[src/rtl/mna_flit_pkg.sv]
// Shared widths, flit field layout and flit type codes for the MNA flit builder.
package mna_flit_pkg;

  localparam int FLIT_W = 37;
  localparam int ADDR_W = 32;
  localparam int DATA_W = 32;
  localparam int VC_W   = 3;
  localparam int NUM_VC = 8;

  localparam int TYPE_MSB    = 36;
  localparam int TYPE_LSB    = 35;
  localparam int VC_MSB      = 34;
  localparam int VC_LSB      = 32;
  localparam int PAYLOAD_MSB = 31;
  localparam int PAYLOAD_LSB = 0;

  localparam logic [1:0] FLIT_HEADER = 2'b01;
  localparam logic [1:0] FLIT_BODY   = 2'b00;
  localparam logic [1:0] FLIT_TAIL   = 2'b10;

  typedef struct packed {
    logic [1:0]        ftype;
    logic [VC_W-1:0]   vc;
    logic [DATA_W-1:0] payload;
  } flit_t;

  function automatic flit_t make_flit(input logic [1:0] ftype,
                                      input logic [VC_W-1:0] vc,
                                      input logic [DATA_W-1:0] payload);
    flit_t f;
    f.ftype   = ftype;
    f.vc      = vc;
    f.payload = payload;
    return f;
  endfunction

endpackage

[src/rtl/mna_flit_builder_if.sv]
// Transaction-in / flits-out bundle between the AXI-side producer and the flit builder.
interface mna_flit_builder_if;
  import mna_flit_pkg::*;

  logic              build;
  logic [ADDR_W-1:0] addr;
  logic              awrite;
  logic [DATA_W-1:0] wdata;
  logic [NUM_VC-1:0] is_allocatable;
  logic [FLIT_W-1:0] header;
  logic [FLIT_W-1:0] body;
  logic [FLIT_W-1:0] tail;
  logic              flits_valid;
  logic              vc_err;

  modport master (
    output build, addr, awrite, wdata, is_allocatable,
    input  header, body, tail, flits_valid, vc_err
  );

  modport slave (
    input  build, addr, awrite, wdata, is_allocatable,
    output header, body, tail, flits_valid, vc_err
  );

endinterface

[src/rtl/mna_vc_select.sv]
// MSB-priority encoder over the router's VC free mask, with empty and multi-bit flags.
module mna_vc_select
  import mna_flit_pkg::*;
(
  input  logic [NUM_VC-1:0] mask,
  output logic [VC_W-1:0]   idx,
  output logic              none,
  output logic              multi
);

  // Ascending scan so the last (highest) set bit wins.
  always_comb begin
    idx = '0;
    for (int i = 0; i < NUM_VC; i++) begin
      if (mask[i]) idx = VC_W'(i);
    end
  end

  assign none  = (mask == '0);
  assign multi = ((mask & (mask - NUM_VC'(1))) != '0);

endmodule

[src/rtl/mna_flit_builder.sv]
// Packs one AXI-Lite transaction into registered header/body/tail NoC flits.
// Optional MNA_FLIT_BUILDER_ONEHOT_CHECK_EN also rejects masks with more than one bit set.
module mna_flit_builder
  import mna_flit_pkg::*;
(
  input logic                clk,
  input logic                rst,
  mna_flit_builder_if.slave  bus
);

  logic [VC_W-1:0] vc_idx;
  logic            vc_none;
  logic            vc_multi;
  logic            reject;

  mna_vc_select u_vc_select (
    .mask  (bus.is_allocatable),
    .idx   (vc_idx),
    .none  (vc_none),
    .multi (vc_multi)
  );

`ifdef MNA_FLIT_BUILDER_ONEHOT_CHECK_EN
  assign reject = vc_none | vc_multi;
`else
  logic unused_multi;
  assign unused_multi = vc_multi;
  assign reject       = vc_none;
`endif

  // Flits only change on an accepted build; pulses clear every other cycle.
  always_ff @(posedge clk or posedge rst) begin
    if (rst) begin
      bus.header      <= '0;
      bus.body        <= '0;
      bus.tail        <= '0;
      bus.flits_valid <= 1'b0;
      bus.vc_err      <= 1'b0;
    end else begin
      bus.flits_valid <= 1'b0;
      bus.vc_err      <= 1'b0;
      if (bus.build) begin
        if (reject) begin
          bus.vc_err <= 1'b1;
        end else begin
          bus.header      <= make_flit(FLIT_HEADER, vc_idx, bus.addr);
          bus.body        <= make_flit(FLIT_BODY, vc_idx,
                                       bus.awrite ? bus.wdata : '0);
          bus.tail        <= make_flit(FLIT_TAIL, vc_idx,
                                       {{(DATA_W-1){1'b0}}, bus.awrite});
          bus.flits_valid <= 1'b1;
        end
      end
    end
  end

endmodule

[src/flat_wrapper.sv]
// flat-port wrapper written by rule: the top's interface ports become plain ports
module mna_flit_builder_flat import mna_flit_pkg::*;
  (clk, rst, bus_build, bus_addr, bus_awrite, bus_wdata, bus_is_allocatable, bus_header, bus_body, bus_tail, bus_flits_valid, bus_vc_err);
  mna_flit_builder_if bus_i ();
  input logic clk;
  input logic rst;
  input wire logic [$bits(bus_i.build)-1:0] bus_build;
  input wire logic [$bits(bus_i.addr)-1:0] bus_addr;
  input wire logic [$bits(bus_i.awrite)-1:0] bus_awrite;
  input wire logic [$bits(bus_i.wdata)-1:0] bus_wdata;
  input wire logic [$bits(bus_i.is_allocatable)-1:0] bus_is_allocatable;
  output wire logic [$bits(bus_i.header)-1:0] bus_header;
  output wire logic [$bits(bus_i.body)-1:0] bus_body;
  output wire logic [$bits(bus_i.tail)-1:0] bus_tail;
  output wire logic [$bits(bus_i.flits_valid)-1:0] bus_flits_valid;
  output wire logic [$bits(bus_i.vc_err)-1:0] bus_vc_err;
  assign bus_i.build = bus_build;
  assign bus_i.addr = bus_addr;
  assign bus_i.awrite = bus_awrite;
  assign bus_i.wdata = bus_wdata;
  assign bus_i.is_allocatable = bus_is_allocatable;
  assign bus_header = bus_i.header;
  assign bus_body = bus_i.body;
  assign bus_tail = bus_i.tail;
  assign bus_flits_valid = bus_i.flits_valid;
  assign bus_vc_err = bus_i.vc_err;
  mna_flit_builder u_core (.clk(clk), .rst(rst), .bus(bus_i));
endmodule
[config.mk]
export PLATFORM = sky130hd
export DESIGN_NAME = mna_flit_builder_flat
export DESIGN_NICKNAME = d
export VERILOG_FILES = /design/src/rtl/mna_flit_pkg.sv /design/src/rtl/mna_flit_builder_if.sv /design/src/rtl/mna_vc_select.sv /design/src/rtl/mna_flit_builder.sv /design/src/flat_wrapper.sv
export SDC_FILE = /design/constraint.sdc
export NUM_CORES = 1
export LEC_CHECK = 0
export BUFFER_PORTS_ARGS = -buffer_cell sky130_fd_sc_hd__buf_4
export CORE_AREA = 2 2 62 122
export CTS_BUF_LIST = sky130_fd_sc_hd__clkbuf_16
export CTS_CLUSTER_SIZE = 30
export DETAILED_ROUTE_END_ITERATION = 8
export DIE_AREA = 0 0 64 124
export GPL_TIMING_DRIVEN = 0
export PLACE_DENSITY = 0.9
export SLEW_MARGIN = 10
export SYNTH_ARGS = -nofsm -noshare
export SYNTH_HDL_FRONTEND = slang
export SYNTH_SLANG_ARGS = --single-unit
[constraint.sdc]
create_clock -name clk -period 5 [get_ports clk]
set_input_delay 0 -clock clk [delete_from_list [all_inputs] [get_ports clk]]
set_output_delay 0 -clock clk [all_outputs]
set_load 0.1 [all_outputs]
# Yosys cells after proc, flatten, opt, wreduce, memory -nomap -nowiden
# Index checks and enable logic that the tools add are counted.
# op_classes
muxes	12
bitwise_logic	1
n_reduce_logical	2
# ops
cell	count
32-bit two-way mux	1
3-bit two-way mux	6
8-bit zero test	1
1-bit two-way mux	5
2-bit AND reduction	1
1-bit NOT	1
# word_totals
regBits	78
output_inout_bits	113
in_bits	76

# Longest topological paths before layout
# Gate-level depths: netlist (run 1).
# depth
word_depth	7
mapped_depth	6
mapped_depth_nobuf	4

# Modules after synthesis
# From an unflattened synthesis (run 1), not the netlist that was laid out.
# hier_totals
cells_unflattened	281
hier_area_um2	3484.6
# by_module_without_submodules
module	cells_per_inst	area_each_um2	instances	seq_area_each_um2
mna_flit_builder	262	3365.7	1	1776.7
mna_vc_select	19	118.9	1	0.0

# Least setup slack after synthesis (run 1)
# No wires, ideal clock.
# synth_timing
path_kind	in2reg
start	input bus_is_allocatable[3]
end	register u_core.bus.header[0]
n_path_buf	2
path_stages	5
t_arrival_ns	1.337
slack_ns	3.535
path_cell_list	or4_4 o21ai_2 buf_6 buf_8 mux2_1
# synth_between
elab_chain_len	3
# synth_rtl
element	line	text
start: declaration	flat_wrapper.sv:11	input wire logic [$bits(bus_i.is_allocatable)-1:0] bus_is_allocatable;
8-bit zero test	mna_vc_select.sv:19	assign none = (mask == '0);
1-bit NOT (no source line)	n/a	
2-bit AND reduction (no source line)	n/a	
end signal: assignment	mna_flit_builder.sv:46	bus.header <= make_flit(FLIT_HEADER, vc_idx, bus.addr);
end: declaration	mna_flit_builder_if.sv:23	output header, body, tail, flits_valid, vc_err
# Every way passes these cells.
# A chain may end at the register's enable or synchronous reset.

# Worst setup path after layout (run 1)
# layout_timing
start	input bus_is_allocatable[3]
end	register u_core.bus.header[13]
# Same word-level chain as after synthesis.

==> metrics.md, run 1 <==
| Metric | Value |
|---|---|
| Run status | complete, no violations |
| Relative contribution of combinational cells to total power | between 40% and 50% |
| Std-Cell Core Area | around 6900 um2 |
| Post-CTS resize count | 0 |
| Slew margin rel. | between 50% and 60% |
| Max-cap violations | 0 |
| Synthesis-to-layout area growth | 76.2% |
| DRC | 0 |
| Cell row count | 43 |
| Starting DRT DRC Count | ~170 |
| Detailed-routed wire length on met3 | between 600 and 700 um |
| Number of search-and-repair iterations in the first detailed-routing pass | 4 |
| Clock latency of the later-clocked register in the worst-skew pair | between 0.3 and 0.4 ns |
| Clock buffers created by TritonCTS | 9 |
| Uppermost routed layer | met4 |
| Detail Placement HPWL | ~6600 um |
| Multi-input gate area | roughly 1000 um2 |
| Placed cell count | about 560 |
| Routed length on met1 | 3230 um |
| Ratio of total power to cell area | just under 400 nW/um2 |
| Number of top-level design ports | ~190 |
| Data arrival time of the critical path | around 1.7 ns |
| Mean instance size in the synthesized netlist | 11.1 um2 |
| Hold-critical path depth | 3 |
| Final antenna-violating net count | 0 |
| VDD IR-drop max | 0.000334 V |
| GRT Total Usage | around a quarter |
| Max Root-Sink Buffers | 2 |
| Setup Buffers After CTS | 0 |
| Net switching power figure | approximately 900 uW |
| Total of warnings raised by yosys | 0 |
| Total wire length | ~10000 um |
| Synth Cell Area | ~3100 um2 |
| Diodes inserted | 0 |
| Switching power as a share of total power | approximately 43% |
| Leakage dissipation | 0.00279 uW |
| Worst Path Class, Setup | primary input to register |
| Worst-case setup margin in the final layout | 3.53 ns |
| Post-synthesis cell type count | 20 |
| Fmax achieved | between 600 and 700 MHz |
| CTS tree | yes |
| Vias per std cell | between 4 and 5 |
| Required time of the worst setup path | roughly 5.2 ns |
| Detailed-route via count | roughly 3k |
| Routed length on met2 | slightly below 6000 um |
| Final count of pins violating max slew | 0 |
| Most common cell after layout, fill and taps aside | buf_4 |
| Number of non-filler instances in the completed layout | 640 |
| Final setup skew | 0 ns |
| Worst hold-check path type | primary input to register |
| Path depth of the worst reg2reg path | 1 |
| Post-cts hold buffer count | 67 |
| Time the worst path needs with I/O delays and setup | approximately 1.5 ns |
| Layout cells sized above 1 | between 40% and 50% |
| Sequential cell fraction of total power | a little under a third |
| Final TNS setup | 0 ns |
| Sink Count | just over 70 |
| Final routed wire length divided by cell count | 15.7 um |
| Final period utilization | between 20 and 30% |
| Net total in the final layout | slightly above 600 |
| Clock tree root buffer cell | clkbuf_16 |
| Final weighted congestion of routability-driven global placement | between 0.7 and 0.8 |
| Height of the die | between 100 and 150 um |
| Post-Syn Instances | 280 |
| Initial Util | 44.6% |
| Vias in the first global route | roughly 3.2k |
| Actual transition at the worst max-transition pin | roughly 0.60 ns |
| Port Buffers | around 150 |
| Top cells by area in the synthesized netlist | dfrtp_1 57%, buf_4 11%, nand2_1 8.1% |
| Synth area leader | dfrtp_1 |
| Clk network pwr share | 28.7% |
| GRT Residual Overflow | 0 |
| Number of register bits inferred by synthesis | 71 |
| Setup crit end kind | register |
| Cell Int Power | 1210 uW |
| Area used by sequential logic in the layout | approximately 1800 um2 |
| Area share of the largest cell type after synthesis | 57.4% |
| Number of hold-slack violations in the final timing report | 0 |
| Highest fanout seen on the critical path | 10 |
| # fillers | 400 |
| Number of antenna violations at the first check in global routing | 0 |
| Setup repair after global routing missed its margin | no |
| Critical Path Start Type | primary input |
| Pre-CTS setup slack | 3.17 ns |
| Die outline area | 7940 um2 |
| Final count of negative-setup-slack endpoints | 0 |
| Width of the chip | roughly 64 um |
| Commonest cells after routing, fill and taps aside | 198 x buf_4, 71 x dfrtp_1, 67 x nand2_1, 67 x dlygate4sd3_1, 35 x conb_1 |
| Largest net degree at the start of global routing | 38 |
| First-pass GRT wire length | around 15000 um |
| Sequential fraction of the synthesis area | between 50% and 60% |
| Clock-pin slew on the worst setup and hold paths | about 0.050 ns |
| # H-tree levels | 3 |
[state kept, by name (all words and copies together) (netlist names)]
register / count
u_core.bus.tail: 2
u_core.bus.header: 35
u_core.bus.flits_valid: 1
u_core.bus.vc_err: 1
u_core.bus.body: 32
[synth_stat cells]
cell type and n:
nor3_1 3, clkbuf_1 6, buf_8 2, buf_4 46, mux2_2 13, mux2_1 20
nand2b_1 1, or4_4 2, a21oi_1 2, nor2_1 1, buf_6 1, nand2_1 67
o31a_1 1, conb_1 1, a22o_1 1, buf_2 2, o21ai_2 1, dfrtp_1 71
o21ai_0 34, inv_1 5
[critical path, stage by stage]
cell     delay [ns]
buf_4          0.12
or4_4          0.55
o21ai_2        0.28
buf_6          0.21
buf_8          0.15
mux2_1         0.34
[routing by layer]
| metal | global-route usage [%] | up-vias |
|---|---|---|
| met1 | 23.1 | 1424 |
| met2 | 50.1 | 163 |
| met3 | 5.60 | 34 |
| li1 | - | 1367 |
| met4 | 15.6 | 0 |
| met5 | 0 | - |
[final timing paths]
path,start,endpoint,slack (ns)
max,bus_is_allocatable[3],u_core.bus.header[13],3.53
min,bus_is_allocatable[7],u_core.bus.header[33],0.004
max reg2reg,u_core.bus.header[3],u_core.bus.header[3],4.16
min reg2reg,u_core.bus.body[2],u_core.bus.body[2],0.48
max in group asynchronous,rst,u_core.bus.header[21],4.19
min in group asynchronous,rst,u_core.bus.header[30],0.25
[cell families (layout without fill, tap and decap cells)]
kind of cell / count (synthesis) / in the layout / share of synthesized area [%]
compound gates: 39 / 39 / 6.67
buf+inv: 62 / 298 / 14.1
flops: 71 / 71 / 57.4
simple gates: 74 / 74 / 9.66
other cells: 1 / 35 / 0.121
mux: 33 / 33 / 12.0
[metrics by stage]
stage,util [%],total power [uW],hold WS (ns),cell area (um2)
6_report,78.6,2100,0.00384,5450
2_1_floorplan,-,1280,0.112,3220
3_3_place_gp,64.5,1440,0.213,4480
5_1_grt,78.6,2160,0.0218,5450
4_1_cts,78.6,2100,0.00285,5450
3_5_place_dp,64.8,1460,0.0494,4500
[cell type report]
| class | count | area share (%) |
|---|---|---|
| inverter | 5 | 0.390 |
| sequential | 71 | 32.6 |
| clock inverter | 7 | 1.06 |
| multi-input combinational | 181 | 18.5 |
| tap | 90 | 2.07 |
| timing repair buffer | 220 | 33.6 |
| clock buffer | 9 | 4.13 |
| buffer | 57 | 7.69 |
[power groups by stage]
stage | clock network, uW | logic [uW] | registers [uW]
floorplan | 0 | 250 | 1030
global placement | 0 | 780 | 659
detailed placement | 0 | 792 | 664
CTS | 607 | 834 | 655
global route | 633 | 864 | 662
finish | 603 | 841 | 658
(Power assumes the default switching activity.)
==> inputs of run 2 (changes only) <==
--- a/config.mk
+++ b/config.mk
@@ -5,14 +5,15 @@
 export SDC_FILE = /design/constraint.sdc
 export NUM_CORES = 1
 export LEC_CHECK = 0
+export ABC_AREA = 1
 export BUFFER_PORTS_ARGS = -buffer_cell sky130_fd_sc_hd__buf_4
-export CORE_AREA = 2 2 62 122
+export CORE_AREA = 2 2 67 132
 export CTS_BUF_LIST = sky130_fd_sc_hd__clkbuf_16
 export CTS_CLUSTER_SIZE = 30
 export DETAILED_ROUTE_END_ITERATION = 8
-export DIE_AREA = 0 0 64 124
+export DIE_AREA = 0 0 69 134
 export GPL_TIMING_DRIVEN = 0
-export PLACE_DENSITY = 0.9
+export PLACE_DENSITY = 0.82
 export SLEW_MARGIN = 10
 export SYNTH_ARGS = -nofsm -noshare
 export SYNTH_HDL_FRONTEND = slang
==> constraint.sdc (replaced) <==
create_clock -name clk -period 1.2 [get_ports clk]
set_input_delay 0 -clock clk [delete_from_list [all_inputs] [get_ports clk]]
set_output_delay 0 -clock clk [all_outputs]
set_load 0.1 [all_outputs]
==> run 2 against run 1 <==
Synthesized cell count grew 29%. Register-to-register slack worse by 3.7 ns. Clock skew stayed put. Non-clock buffer count rose by 4. Sequential cell count unchanged. Routed wire length increased by 3.3%. Area after synthesis rose by 0.77%. Setup slack worse by 3.5 ns. Critical path type is now register to output port. Largest power group unchanged.
==> metrics.md, run 2 <==
| Metric | Value |
|---|---|
| Endpoint of the worst hold-timing path | u_core.bus.body[14] |
| Highest fanout seen on the critical path | 4 |
| VDD IR-drop max | about 0.0013 V |
| Setup Buffers After CTS | 0 |
| Crit path from | u_core.bus.header[33] |
| Starting DRT DRC Count | 224 |
| Hold-critical path depth | 3 |
| # H-tree levels | 3 |
| Ratio of total power to cell area | around 1600 nW/um2 |
| Design Area, Final | 5560 um2 |
| Critical register-to-register path endpoint | u_core.bus.tail[36] |
| Worst Path Class, Setup | register to output port |
| Detailed-route via count | between 3k and 4k |
| Post-synthesis cell type count | 16 |
| Vias per std cell | about 4.5 |
| Most common cell in the netlist | nand2_1 |
| Actual transition at the worst max-transition pin | around 0.78 ns |
| Synthesis-to-layout area growth | 78.1% |
| Pre-CTS setup slack | -0.0893 ns |
| Final routed wire length divided by cell count | roughly 14 um |
| Synth Cell Area | 3120 um2 |
| Largest regs | u_core.bus.header x35, u_core.bus.body x32, u_core.bus.tail x2 |
| Layout cells sized above 1 | 36.2% |
| Mean instance size in the synthesized netlist | 8.62 um2 |
| Area share of the largest cell type after synthesis | ~57% |
| Port Buffers | around 150 |
| Top cells by area in the synthesized netlist | dfrtp_1 57%, nand2_1 21%, buf_4 10% |
| Vias in the first global route | approximately 3.5k |
| Net total in the final layout | ~700 |
| Width of the chip | between 60 and 70 um |
| Cell row count | 47 |
| Sink Count | approximately 70 |
| Run status | complete, no violations |
| Final count of pins violating max slew | 0 |
| GRT Total Usage | 22.6% |
| Die outline area | roughly 9200 um2 |
| Reg-to-reg critical path startpoint | u_core.bus.tail[36] |
| Clock-pin slew on the worst setup and hold paths | ~0.060 ns |
| Clock tree root buffer cell | clkbuf_16 |
| Fmax achieved | around 890 MHz |
| Final antenna-violating net count | 0 |
| Reg with most FFs | u_core.bus.header |
| Beginning of the worst hold path | bus_awrite |
| Number of top-level design ports | between 150 and 200 |
| Diodes inserted | 0 |
| DRC | 0 |
| Total of warnings raised by yosys | 0 |
| Clock buffers created by TritonCTS | 9 |
| Instance area at placement | approximately 4500 um2 |
| Number of enable flip-flop cells after synthesis | 0 |
| Number of flip-flops under the largest register name | 35 |
| Power, Total | approximately 9100 uW |
| Synth area leader | dfrtp_1 |
| Required time of the worst setup path | ~1.2 ns |
| Largest net degree at the start of global routing | 38 |
| Clock latency of the later-clocked register in the worst-skew pair | about 0.34 ns |
| CTS tree | yes |
| Commonest cells after routing, fill and taps aside | 194 x buf_4, 178 x nand2_1, 68 x dlygate4sd3_1 |
| GRT Residual Overflow | 0 |
| Final TNS setup | 0 ns |
| Number of antenna violations at the first check in global routing | 0 |
| Worst hold-check path type | primary input to register |
| Detail Placement HPWL | between 6000 and 7000 um |
| Minimum setup slack among reg-to-reg paths | around 0.42 ns |
| Primary flip-flop cell chosen by synthesis mapping | dfrtp_1 |
| # fillers | about 640 |
| Sequential fraction of the synthesis area | approximately 57% |
| Final period utilization | between 90% and 100% |
| Initial Util | 37.9% |
| Data arrival time of the critical path | approximately 1.1 ns |
| First-pass GRT wire length | about 17000 um |
| Ranking of synthesized cells by instance count | 178 x nand2_1, 71 x dfrtp_1, 42 x buf_4 |
| Final weighted congestion of routability-driven global placement | approximately 0.79 |
| Number of hold-slack violations in the final timing report | 0 |
| Worst-case setup margin in the final layout | around 0.076 ns |
| Number of search-and-repair iterations in the first detailed-routing pass | 4 |
| Most common cell after layout, fill and taps aside | buf_4 |
| Post-Syn Instances | ~360 |
| Path depth of the worst reg2reg path | 1 |
| Total wire length | between 10000 and 15000 um |
| Time the worst path needs with I/O delays and setup | between 1 and 1.5 ns |
| Critical Path Start Type | register |
| Max-cap violations | 0 |
| Number of register bits inferred by synthesis | 71 |
| Final count of negative-setup-slack endpoints | 0 |
| Slew margin rel. | 47.6% |
| Height of the die | 134 um |
| Setup crit end kind | output port |
| Final setup skew | 0 ns |
| Std-Cell Core Area | ~8200 um2 |
| Leakage dissipation | approximately 0.0031 uW |
| Max Root-Sink Buffers | 2 |
| Ys async rst share | 100% |
| Setup repair after global routing missed its margin | no |
-- run 2: cells by family (layout without fill, tap and decap cells) --
kind of cell    Yosys count  after routing  synth area share [%]
buf+inv                  69            306                  14.6
flops                    71             71                  57.0
simple gates            220            220                  28.2
other cells               1             35                 0.120
compound gates            1              1                 0.160
-- run 2: metrics by stage --
stage          hold slack (ns)  utilization, %  std cells
2_1_floorplan            0.117               -        396
3_3_place_gp             0.201            54.9        646
3_5_place_dp             0.177            55.1        647
4_1_cts                 0.0285            67.5        731
5_1_grt                 0.0638            67.5        731
6_report                0.0286            67.5        731
-- run 2: what timing repair did --
| action | in CTS | in global routing |
|---|---|---|
| resized for setup | 0 | 0 |
| hold endpoints to repair | 101 | 0 |
| hold buffers | 68 | 0 |
| setup endpoints to repair | 0 | 0 |
-- run 2: report_power, final --
group	internal, uW	leakage, uW	switching [uW]
registers	2590	0.000884	121
clock network	2010	0.000163	1020
logic	798	0.00208	2580
total	5410	0.00313	3720
-- run 2: area by class of cell --
| type | count | area (um2) | area share, % |
|---|---|---|---|
| clock buffer | 9 | 225 | 4.05 |
| buffer | 60 | 420 | 7.57 |
| sequential | 71 | 1780 | 32.1 |
| multi-input combinational | 256 | 1020 | 18.3 |
| clock inverter | 7 | 111 | 2.00 |
| inverter | 9 | 37.5 | 0.676 |
| tap | 98 | 123 | 2.21 |
| timing repair buffer | 221 | 1840 | 33.1 |
-- run 2: worst max-delay path by stage --
stage / end / depth (start not counted)
after detailed placement: u_core.bus.body[22] / 8
after CTS: bus_tail[33] / 2
after global placement: u_core.bus.tail[36] / 2
final: bus_tail[33] / 2
after global routing: bus_tail[33] / 2
after floorplan: u_core.bus.body[0] / 2
-- run 2: critical path, cell delays in order, from the launching register on --
cell	delay, ns
dfrtp_2	0.43
buf_4	0.14
buf_4	0.22
-- run 2: metal layers --
metal	vias up	part of all wire, %	GRT usage (%)
met5	-	0	0
met4	0	3.1	11.1
met3	26	6.1	4.96
met2	145	55	42.0
met1	1539	36	23.6
li1	1563	-	-
